File: src/rtl/ncl_pkg.sv
// Shared dual-rail encoding helpers for the NCL control path.
package ncl_pkg;

  // Rail pair encoding is {t, f}.
  localparam logic [1:0] DR_NULL = 2'b00;
  localparam logic [1:0] DR_0    = 2'b01;
  localparam logic [1:0] DR_1    = 2'b10;

  // True when the pair carries a legal DATA value (01 or 10).
  function automatic logic dr_is_data(input logic [1:0] pair);
    return (pair == DR_0) || (pair == DR_1);
  endfunction

  // True when both rails are low.
  function automatic logic dr_is_null(input logic [1:0] pair);
    return (pair == DR_NULL);
  endfunction

  // Boolean value of a DATA pair; only meaningful when dr_is_data() holds.
  function automatic logic dr_val(input logic [1:0] pair);
    return (pair == DR_1);
  endfunction

  // Encode a boolean onto a one-hot DATA pair.
  function automatic logic [1:0] dr_enc(input logic val);
    return val ? DR_1 : DR_0;
  endfunction

endpackage

File: src/rtl/ncl_dr_reg.sv
// Two-rail register with NCL hysteresis: loads DATA only from NULL, returns to
// NULL only from DATA, and holds otherwise.
module ncl_dr_reg
  import ncl_pkg::*;
(
  input  logic       clk,
  input  logic       rst,
  input  logic       set,
  input  logic [1:0] set_val,
  input  logic       clr,
  output logic [1:0] q
);

  logic [1:0] state_q;
  logic [1:0] state_d;

  // Next-state: DATA wavefront only from NULL, NULL wavefront only from DATA.
  always_comb begin
    state_d = state_q;
    if (dr_is_null(state_q)) begin
      // An illegal 11 set value is never loaded.
      if (set && dr_is_data(set_val)) begin
        state_d = set_val;
      end
    end else begin
      if (clr) begin
        state_d = DR_NULL;
      end
    end
  end

  // State register; synchronous reset wins over any wavefront.
  always_ff @(posedge clk) begin
    if (rst) begin
      state_q <= DR_NULL;
    end else begin
      state_q <= state_d;
    end
  end

  assign q = state_q;

endmodule

File: src/rtl/ncl_controller.sv
// Dual-rail control decoder: completion detection on PH0/PH1/Rd/Ld and
// registered R_c / R_m enables with NCL wavefront semantics.
module ncl_controller
  import ncl_pkg::*;
(
  input  logic clk,
  input  logic rst,
  input  logic PH0_t,
  input  logic PH0_f,
  input  logic PH1_t,
  input  logic PH1_f,
  input  logic Rd_t,
  input  logic Rd_f,
  input  logic Ld_t,
  input  logic Ld_f,
  output logic R_c_t,
  output logic R_c_f,
  output logic R_m_t,
  output logic R_m_f
);

  logic [1:0] ph0, ph1, rd, ld;
  logic [1:0] rc_q, rm_q;
  logic       all_data, all_null;
  logic       out_null, out_data;
  logic       rc_val, rm_val;
  logic       set, clr;

  assign ph0 = {PH0_t, PH0_f};
  assign ph1 = {PH1_t, PH1_f};
  assign rd  = {Rd_t, Rd_f};
  assign ld  = {Ld_t, Ld_f};

  // Completion detection and the two control functions.
  always_comb begin
    all_data = dr_is_data(ph0) & dr_is_data(ph1) & dr_is_data(rd) & dr_is_data(ld);
    all_null = dr_is_null(ph0) & dr_is_null(ph1) & dr_is_null(rd) & dr_is_null(ld);
    rc_val   = dr_val(ph1) & ~dr_val(ph0) & dr_val(rd);
    rm_val   = dr_val(ph0) | (dr_val(ph1) & dr_val(ld));
  end

  // Gate both registers on the joint output phase so they always move together.
  always_comb begin
    out_null = dr_is_null(rc_q) & dr_is_null(rm_q);
    out_data = dr_is_data(rc_q) & dr_is_data(rm_q);
    set      = all_data & out_null;
    clr      = all_null & out_data;
  end

  ncl_dr_reg u_rc_reg (
    .clk     (clk),
    .rst     (rst),
    .set     (set),
    .set_val (dr_enc(rc_val)),
    .clr     (clr),
    .q       (rc_q)
  );

  ncl_dr_reg u_rm_reg (
    .clk     (clk),
    .rst     (rst),
    .set     (set),
    .set_val (dr_enc(rm_val)),
    .clr     (clr),
    .q       (rm_q)
  );

  assign R_c_t = rc_q[1];
  assign R_c_f = rc_q[0];
  assign R_m_t = rm_q[1];
  assign R_m_f = rm_q[0];

endmodule

File: config.mk
export PLATFORM = sky130hd
export DESIGN_NAME = ncl_controller
export DESIGN_NICKNAME = d
export VERILOG_FILES = /design/src/rtl/ncl_pkg.sv /design/src/rtl/ncl_dr_reg.sv /design/src/rtl/ncl_controller.sv
export SDC_FILE = /design/constraint.sdc
export NUM_CORES = 1
export LEC_CHECK = 0
export ABC_AREA = 1
export CAP_MARGIN = 20
export CORE_AREA = 2 2 39 41
export DETAILED_ROUTE_END_ITERATION = 12
export DIE_AREA = 0 0 41 43
export GPL_TIMING_DRIVEN = 0
export PLACE_DENSITY = 0.66
export SYNTH_ARGS = -nofsm -noshare
export SYNTH_HDL_FRONTEND = slang
export SYNTH_HIERARCHICAL = 1
export SYNTH_SLANG_ARGS = --single-unit
File: constraint.sdc
create_clock -name clk -period 1.4 [get_ports clk]
set_clock_uncertainty 0.2 [all_clocks]
set_input_delay 0.28 -clock clk [delete_from_list [all_inputs] [get_ports clk]]
set_output_delay 0.28 -clock clk [all_outputs]
set_load 0.03 [all_outputs]
==> flow_summary.toml <==
[clocking]
cts_buffers = 3
clockRootBuffer = "clkbuf_4"
clock_path_buffers = 2
clk_pin_slew_worst_paths_ns = 0.04
insertion_delay_ns = 0.24
clock_sinks = 4
htreeDepth = 1
cts_tree = "built"
cts-hold-fix-buffers = 0

[timing]
fmax_mhz = 643.5
fin_setup_tns_ns = -0.4531
fin_crit_ns = 1.554
setup_viol = 4
slew_violations = 0
setup_ws_ns = -0.1539
worst_slew_pin_slew_ns = 0.2279
hold_violations = 0
fin_crit_sh = 1.110
rsz0062_at_grt = "true"
slew_headroom = 0.8476

[floorplan]
num_io_pins = 14
die_area_um2 = 1763
core_um2 = 1384
die_y_um = 43
row_count = 14
start_util = 0.3472
die_w_um = 41

[critical_path]
crit_chain = "inv_4, ha_4, nand2_2, inv_2, nand2_2, nor2_4, inv_2, nor2_4, nand2_2, nand3_2, a21oi_2"
cpPeakStageDelay_ns = 0.36
startpoint = "u_rm_reg/q[0]"
crit_top_cell = "nand2_2"
start_kind = "register"
r2r_cells = 11
timing.rr.start = "u_rm_reg/q[0]"
required_ns = 1.32
cp_max_fo = 4
rr_endpoint = "u_rm_reg/q[1]"
endpoint = "u_rm_reg/q[1]"
reg2reg_slack_ns = -0.15
slowest_stage = "dfxtp_4"
path_class = "register to register"
crit_arrival_ns = 1.47
end_kind = "register"

[status]
status = "complete, but fails checks"
violations = "setup timing"

[run]
drv_cap = 0

[synth]
syn_area_um2 = 480.5
yosysUniqueCellTypes = 8
yosysSeqAreaShare = 0.1667
synth-seq-cells = 4
yosysTopAreaCellShare = 0.2604
synth_top_cell_by_area = "ha_1"
ys.warnings.count = 6
syn_nets = 101
syn_inst = 81
syn_avg_cell_area_um2 = 5.932
synth_area_leaders = "ha_1 (26%), inv_1 (22%), dfxtp_1 (17%)"

[global_routing]
grt_max_degree = 5
grt_pass1_vias = 503
grtUsageTotal = 0.1449
antenna_found_initial = 0
grt.overflow.total = 0
grt_pass1_wl_um = 1759

[drt]
viasPerCell = 4.513
wl_per_cell_um = 10.25
wl_um = 1179
first_pass_iters = 4
drt_iter0_markers = 4
drc = 0
vias = 519
postRouteAntennaNets = 0

[placed_design]
dpl.hpwl_um = 761.3
io_buffers = 13
place.gp.congestion = 0.7089
post-place-cells = 110
dp_slack_ns = -0.6697

[layout]
diodes = 0
nFillCells = 136
instances_no_fill = 115
final_nets = 121
layout-drive-gt1-share = 0.5152
area_delta_synth_final_pct = 60.42

[power_and_ir_drop]
p_total_uw = 387.7
peakVddDrop_uv = 155.0
power_density_nw_per_um2 = 503.0
cellLeakagePower_nw = 0.3738

[worst_hold_path]
hp-class = "register to register"
-- Yosys cell counts --
cell	number
ha_1	10
a21oi_1	5
nor2_1	2
dfxtp_1	4
nor2_2	3
inv_1	28
nand3_1	8
nand2_1	21
-- cell families (layout without fill, tap and decap cells) --
| logic type | count (synthesis) | in the layout | share of synthesized area |
|---|---|---|---|
| flops | 4 | 4 | 0.1667 |
| compound gates | 5 | 5 | 0.05208 |
| simple gates | 34 | 34 | 0.3021 |
| fa+ha+maj | 10 | 10 | 0.2604 |
| buf+inv | 28 | 46 | 0.2187 |
-- stage by stage --
stage / util / hold slack [ns] / cell area (um2)
finish: 0.5570 / 0.3207 / 770.7
global route: 0.5570 / 0.3320 / 770.7
CTS: 0.5009 / 0.3146 / 693.2
detailed placement: 0.4819 / 0.3037 / 666.9
global placement: 0.4819 / 0.3059 / 666.9
floorplan: - / 0.1394 / 516.7
-- area by class of cell --
class                           instances  area [um2]  area share
Multi-Input combinational cell         49       407.9      0.5292
Inverter                               28       117.6      0.1526
Timing Repair Buffer                   15       107.6      0.1396
Sequential cell                         4       95.09      0.1234
Clock buffer                            3       22.52     0.02922
Tap cell                               16       20.02     0.02597
-- worst min path at each step --
stage	cells past startpoint	to	start	slack [ns]
6_report	2	u_rm_reg/q[0]	u_rm_reg/q[0]	0.32
5_1_grt	2	u_rm_reg/q[0]	u_rm_reg/q[0]	0.33
4_1_cts	2	u_rc_reg/q[0]	u_rc_reg/q[0]	0.31
3_5_place_dp	2	u_rc_reg/q[1]	u_rc_reg/q[1]	0.30
3_3_place_gp	2	u_rm_reg/q[1]	u_rm_reg/q[1]	0.31
2_1_floorplan	1	u_rc_reg/q[0]	rst	0.14
-- registers in the layout (all words and copies together) (netlist names) --
name and cells:
u_rc_reg/q 2, u_rm_reg/q 2
-- power by group --
| group | total [mW] | internal, mW | leakage [nW] | switching [mW] |
|---|---|---|---|---|
| Sequential | 0.117 | 0.112 | 0.0355 | 0.00463 |
| Combinational | 0.127 | 0.0527 | 0.325 | 0.0741 |
| Clock | 0.144 | 0.0959 | 0.0138 | 0.0483 |
| Total | 0.388 | 0.261 | 0.374 | 0.127 |
-- what timing repair did --
item                                    CTS  global route
buffers inserted                          1             1
gates resized for setup                  35            31
pin swaps                                10            12
endpoints found under the setup margin    8             6
-- critical path, delay by kind of cell, from the launching register on --
| family | cells | cell delay (ns) |
|---|---|---|
| DFF | 1 | 0.36 |
| AOI/OAI and AO/OA | 1 | 0.06 |
| and+or+nand+nor | 6 | 0.54 |
| adders and majority gates | 1 | 0.12 |
| buffers and inverters | 3 | 0.15 |
-- layer usage --
layer  GRT usage  vias up  share of wire
met4      0.1000        0          0.024
met5           0        -              0
met2      0.2438       15           0.55
li1            -      271              -
met1      0.1551      229           0.38
met3     0.01571        4          0.042
-- placed cells by master, fill, tap and decap left out --
cell             instances
ha_4                     3
inv_4                    5
clkdlybuf4s50_1          1
nand2_2                  4
clkbuf_2                 2
dfxtp_4                  4
inv_1                   15
buf_2                    5
nand3_2                  4
nor2_2                   2
buf_4                    2
clkbuf_4                 3
nand2_1                 17
inv_2                    8
nand3_1                  4
clkdlybuf4s15_1          1
a21oi_4                  1
ha_2                     1
a21oi_2                  3
dlygate4sd2_1            3
clkdlybuf4s15_2          1
ha_1                     6
nor2_4                   3
a21oi_1                  1
(Power assumes the default switching activity.)
